[src/rtl/gshare_pht.sv]
// gshare pattern history table: 2-bit saturating counters indexed by PC^GHR,
// with an in-order in-flight queue that pairs each prediction with its resolve.

module gshare_ctr #(
  parameter logic [1:0] CNT_RST = 2'b01
) (
  input  logic       clk,
  input  logic       rst,
  input  logic       upd,
  input  logic       taken,
  output logic [1:0] cnt
);
  always_ff @(posedge clk or posedge rst) begin
    if (rst)
      cnt <= CNT_RST;
    else if (upd) begin
      if (taken) begin
        if (cnt != 2'b11) cnt <= cnt + 2'd1;
      end else begin
        if (cnt != 2'b00) cnt <= cnt - 2'd1;
      end
    end
  end
endmodule

module gshare_pht #(
  parameter int         IDX_W   = 4,
  parameter int         QDEPTH  = 4,
  parameter logic [1:0] CNT_RST = 2'b01
) (
  input  logic                      clk,
  input  logic                      rst,
  input  logic                      lookup_valid,
  input  logic [IDX_W-1:0]          lookup_index,
  output logic                      pred_valid,
  output logic                      pred_taken,
  input  logic                      resolve_valid,
  input  logic                      resolve_taken,
  output logic                      mispredict,
  output logic                      resolve_err,
  input  logic                      flush,
  output logic                      q_full,
  output logic [$clog2(QDEPTH):0]   q_count
);
  localparam int NENT  = 1 << IDX_W;
  localparam int PTR_W = $clog2(QDEPTH);
  localparam int CNT_W = PTR_W + 1;

  typedef struct packed {
    logic [IDX_W-1:0] idx;
    logic             pred;
  } q_ent_t;

  q_ent_t                q_mem [QDEPTH];
  logic [NENT-1:0][1:0]  cnt;
  logic [NENT-1:0]       upd;
  logic [PTR_W-1:0]      head, tail;
  logic                  q_empty, lk_acc, rs_acc, rd_msb;
  q_ent_t                head_ent;

  assign q_full   = (q_count == CNT_W'(QDEPTH));
  assign q_empty  = (q_count == '0);
  assign lk_acc   = lookup_valid & ~q_full & ~flush;
  assign rs_acc   = resolve_valid & ~q_empty;
  assign head_ent = q_mem[head];
  // Counters are registers, so this read sees the pre-train value on a same-cycle resolve.
  assign rd_msb   = cnt[lookup_index][1];

  for (genvar g = 0; g < NENT; g++) begin : g_ctr
    assign upd[g] = rs_acc && (head_ent.idx == IDX_W'(g));
    gshare_ctr #(.CNT_RST(CNT_RST)) u_ctr (
      .clk   (clk),
      .rst   (rst),
      .upd   (upd[g]),
      .taken (resolve_taken),
      .cnt   (cnt[g])
    );
  end

  always_ff @(posedge clk) begin
    if (lk_acc) q_mem[tail] <= '{idx: lookup_index, pred: rd_msb};
  end

  always_ff @(posedge clk or posedge rst) begin
    if (rst) begin
      head    <= '0;
      tail    <= '0;
      q_count <= '0;
    end else if (flush) begin
      // Lookups are never accepted under flush, so tail is already final.
      head    <= tail;
      q_count <= '0;
    end else begin
      if (lk_acc) tail <= tail + PTR_W'(1);
      if (rs_acc) head <= head + PTR_W'(1);
      case ({lk_acc, rs_acc})
        2'b10:   q_count <= q_count + CNT_W'(1);
        2'b01:   q_count <= q_count - CNT_W'(1);
        default: q_count <= q_count;
      endcase
    end
  end

  always_ff @(posedge clk or posedge rst) begin
    if (rst) begin
      pred_valid  <= 1'b0;
      pred_taken  <= 1'b0;
      mispredict  <= 1'b0;
      resolve_err <= 1'b0;
    end else begin
      pred_valid  <= lk_acc;
      if (lk_acc) pred_taken <= rd_msb;
      mispredict  <= rs_acc & (resolve_taken ^ head_ent.pred);
      resolve_err <= resolve_valid & q_empty;
    end
  end
endmodule

[config.mk]
export PLATFORM = sky130hd
export DESIGN_NAME = gshare_pht
export DESIGN_NICKNAME = d
export VERILOG_FILES = /design/src/rtl/gshare_pht.sv
export SDC_FILE = /design/constraint.sdc
export NUM_CORES = 1
export LEC_CHECK = 0
export BUFFER_PORTS_ARGS = -buffer_cell sky130_fd_sc_hd__buf_2
export CAP_MARGIN = 25
export CORE_ASPECT_RATIO = 1.2
export CORE_MARGIN = 8
export CORE_UTILIZATION = 50
export CTS_BUF_LIST = sky130_fd_sc_hd__clkbuf_4
export CTS_CLUSTER_DIAMETER = 30
export DETAILED_ROUTE_END_ITERATION = 8
export PLACE_DENSITY = 0.7
export SETUP_SLACK_MARGIN = 0.3
export SYNTH_ARGS = -nofsm -noshare
export SYNTH_HDL_FRONTEND = slang
export SYNTH_HIERARCHICAL = 1
export SYNTH_SLANG_ARGS = --single-unit
export TNS_END_PERCENT = 5
[constraint.sdc]
create_clock -name clk -period 2 [get_ports clk]
set_input_delay 0 -clock clk [delete_from_list [all_inputs] [get_ports clk]]
set_output_delay 0 -clock clk [all_outputs]
set_load 0.01 [all_outputs]
==> metrics.md <==
| Metric | Value |
|---|---|
| Max_slew headroom | `about two thirds` |
| PnR worst setup slack | `-0.03812 ns` |
| Global-route wire length before repair | `~12000 µm` |
| Combinational share of power | `~33%` |
| Setup violators final | `6` |
| DR vias | `~2.4k` |
| R2R Path Start | `head[0]` |
| Share of cells above drive strength 1 | `34.93%` |
| Worst Hold Depth | `3` |
| Clock Skews | `between 0.02 and 0.025 ns` |
| P_sw | `roughly 0.0013 W` |
| 1st-iter DRT viols | `83` |
| Port bufs | `17` |
| Vias in the first global route | `between 2k and 2.5k` |
| DR DRC count | `0` |
| Clock Tree Buf Depth | `2` |
| Post-synth EDFFs | `20` |
| Switch share | `33.41%` |
| Synth Warn # | `6` |
| ANT cells | `0` |
| Max incr delay on CP | `~0.56 ns` |
| CORE AREA | `6771 µm²` |
| Failing checks | `negative setup slack` |
| CTS tree | `done` |
| Final worst path period need | `roughly 2 ns` |
| Hold Path Origin | `resolve_taken` |
| Max VDD drop | `approximately 0.00051 V` |
| Initial Util | `a little over 50%` |
| Min Hold Slack | `approximately 0.12 ns` |
| Ports | `18` |
| DIE WIDTH | `slightly above 90 µm` |
| Die H | `107.0 µm` |
| Netlist Area Pre-Place | `about 3400 µm²` |
| Status | `finished with violations` |
| Root buffer cell | `clkbuf_4` |
| Clock share of power | `about a quarter` |
| Placed insts | `between 400 and 500` |
| Post-Syn Area per Cell | `11.23 µm²` |
| Fmax | `a little under 500 MHz` |
| R2R Setup Slk | `-0.04 ns` |
| Pwr Density | `about 960 nW/µm²` |
| Crit path DAT | `roughly 2.3 ns` |
| Worst path buffer plus inverter count | `0` |
| Worst Hold Class | `in -> reg` |
| Required time of the critical path | `around 2.3 ns` |
| Endpoints failing hold | `0` |
| Slowest-stage cell, CP | `mux4_2` |
| Worst-path clk slew | `roughly 0.12 ns` |
| Largest net degree at the start of global routing | `39` |
| DR vias/cell | `5.439` |
| Htree depth | `3` |
| Final Wtd Congestion | `0.7587` |
| Int Power | `0.002629 W` |
| Period utilization | `101.9%` |
| Final Slew Violations | `0` |
| Mapped Cells | `307` |
| Startpoint types | `flop` |
| Pleak | `1.948 nW` |
| Total grt overflow | `0` |
| Unrepaired setup endpoints after global routing | `true` |
| CP endpoint kind | `flop` |
| Estimated wirelength of the detail-placed design | `roughly 4800 µm` |
| Filler Cells Inserted | `roughly 520` |
| Max cap viols | `0` |
| Final TNS setup | `-0.08911 ns` |
| Asr flop ratio synth | `68.25%` |
| CTS sink cnt | `63` |
| Area Overhead vs Synth | `19.20%` |
| Post-Syn Nets | `between 300 and 400` |
| Hold endpoint | `g_ctr[7].u_ctr/cnt[0]` |
| Crit-path cells | `mux4_2 -> or3_4 -> nor2_4 -> nor2b_2 -> o22ai_1` |
| Crit-path max FO | `5` |
| Cell family with most CP delay | `simple AND/OR/NAND/NOR gates` |
| Drt pass-1 iters | `4` |
| Latest clock arrival within the worst-skew pair | `between 0.4 and 0.5 ns` |
| Pre-CTS WS | `-0.1369 ns` |
| Detailed Route WL | `~7000 µm` |
| Crit path kind | `reg -> reg` |
| Row count | `33` |
| Fin nets | `about 370` |
| Antenna violations before repair | `0` |
| Cells on worst reg2reg path | `5` |
| Post-route cell area | `between 4000 and 5000 µm²` |
| Reg2reg end | `g_ctr[4].u_ctr/cnt[1]` |
| Placed Area | `between 3000 and 4000 µm²` |
| Part of the power in registers | `41.7%` |
| Number of library cell types mapped by synthesis | `39` |
| Die footprint | `a little under 10000 µm²` |
| All-Layer GR Usage | `14.99%` |
| Avg WL per Cell | `approximately 16 µm` |
| Worst-Margin Slew | `between 0.5 and 0.6 ns` |
| Synth Flop Type | `dfrtp_1` |
| Sequential fraction of the synthesis area | `about 49%` |
| Fin cells | `between 400 and 500` |
| Routed Antenna Nets | `0` |
| Synth Register Bits | `63` |
| CTS Buf Count | `9` |
## through the flow
| stage | utilization [%] | power (W) |
|---|---|---|
| 3_3_place_gp | 55.12 | 0.002740 |
| 6_report | 60.68 | 0.003948 |
| 3_5_place_dp | 55.12 | 0.002770 |
| 4_1_cts | 59.15 | 0.003847 |
| 5_1_grt | 60.68 | 0.004173 |
| 2_1_floorplan | - | 0.002404 |
## worst min-delay path: cells and delay by family
| family | cells | cell delay [ns] |
|---|---|---|
| simple gates | 1 | 0.17 |
| compound gates | 1 | 0.08 |
| buf+inv | 1 | 0.26 |
## cell type report
cell class	instances	area (µm²)	share of cell area, %
clock buffer	11	82.58	2.010
clock inverter	5	73.82	1.797
inverter	52	195.2	4.750
multi-input combinational	189	1690	41.14
sequential	63	1702	41.41
tap	87	108.9	2.649
timing repair buffer	35	256.5	6.242
## repair_timing
action / CTS / global route
endpoints found under the setup margin: 45 / 55
pin swaps: 5 / 4
gates resized for setup: 11 / 28
buffers inserted: 0 / 2
hold endpoints to repair: 66 / 0
hold buffers: 8 / 0
cloned: 0 / 0
## power by group through the flow
stage	sequential [W]	clock, W	combinational (W)
after CTS	0.00165	0.00102	0.00117
after floorplan	0.00165	0	0.000753
after global placement	0.00166	0	0.00108
after detailed placement	0.00167	0	0.00110
final	0.00165	0.00101	0.00129
after global routing	0.00167	0.00109	0.00141
## flip-flops by register name, indices dropped and copies added (netlist names)
signal,count
q_count,3
head,2
pred_taken,1
q_mem,20
resolve_err,1
mispredict,1
tail,2
g_ctr.u_ctr/cnt,32
pred_valid,1
## logic make-up after synthesis
kind of cell             after synthesis  share of synthesized area [%]
AND/OR/NAND/NOR                       92                          16.33
AO/OA/AOI/OAI                         56                          12.70
XOR/XNOR                               4                          1.017
adder cells (fa/ha/maj)                5                          2.033
multiplexers                          32                          12.67
buffers and inverters                 55                          6.025
flip-flops                            63                          49.22
## synth_stat cells (9+ instances only)
master	instances	area (µm²)
mux2i_1	20	200.2
edfxtp_1	20	600.6
or2b_1	16	120.1
nor2_1	20	75.07
nor2b_1	17	106.4
a21oi_1	17	85.08
nand3b_1	17	127.6
inv_1	52	195.2
o211ai_2	16	200.2
dfstp_2	16	420.4
dfrtp_1	27	675.7
o22ai_1	16	100.1
mux4_2	9	202.7
## routing by layer
| layer | vias up | routed length, µm | track usage [%] |
|---|---|---|---|
| met2 | 52 | 3536 | 23.40 |
| met1 | 1193 | 3145 | 18.91 |
| met4 | 0 | 92 | 6.690 |
| met5 | - | 0 | 0 |
| met3 | 6 | 353 | 4.403 |
| li1 | 1153 | - | - |
## layout by cell type, fill, tap and decap left out, types with 3 or more instances in the layout
cell type      instances
nor2_4                 7
o211ai_2              16
inv_1                 52
o22ai_1               16
or2b_1                16
clkbuf_4              11
edfxtp_1              20
buf_2                 17
mux2i_1               18
dfstp_2               16
xnor2_1                3
and2_4                 3
nand3b_1              17
ha_1                   4
dfrtp_2                4
a21oi_1               17
nor2b_1               15
dfrtp_1               23
nor2_2                 9
nor2_1                 5
mux4_2                 9
dlygate4sd3_1          8
buf_4                  8
nand2_1                4
## worst max-delay path by stage
stage	depth (start not counted)	start	slack, ns	to
floorplan	7	q_count[1]	0.04	q_count[2]
global placement	5	head[0]	-0.06	g_ctr[0].u_ctr/cnt[1]
detailed placement	5	head[0]	-0.14	g_ctr[4].u_ctr/cnt[1]
CTS	5	head[0]	-0.05	g_ctr[4].u_ctr/cnt[1]
global route	5	head[0]	-0.12	g_ctr[4].u_ctr/cnt[1]
finish	5	head[0]	-0.04	g_ctr[4].u_ctr/cnt[1]
Note: power is estimated with default switching activity, not from simulation.
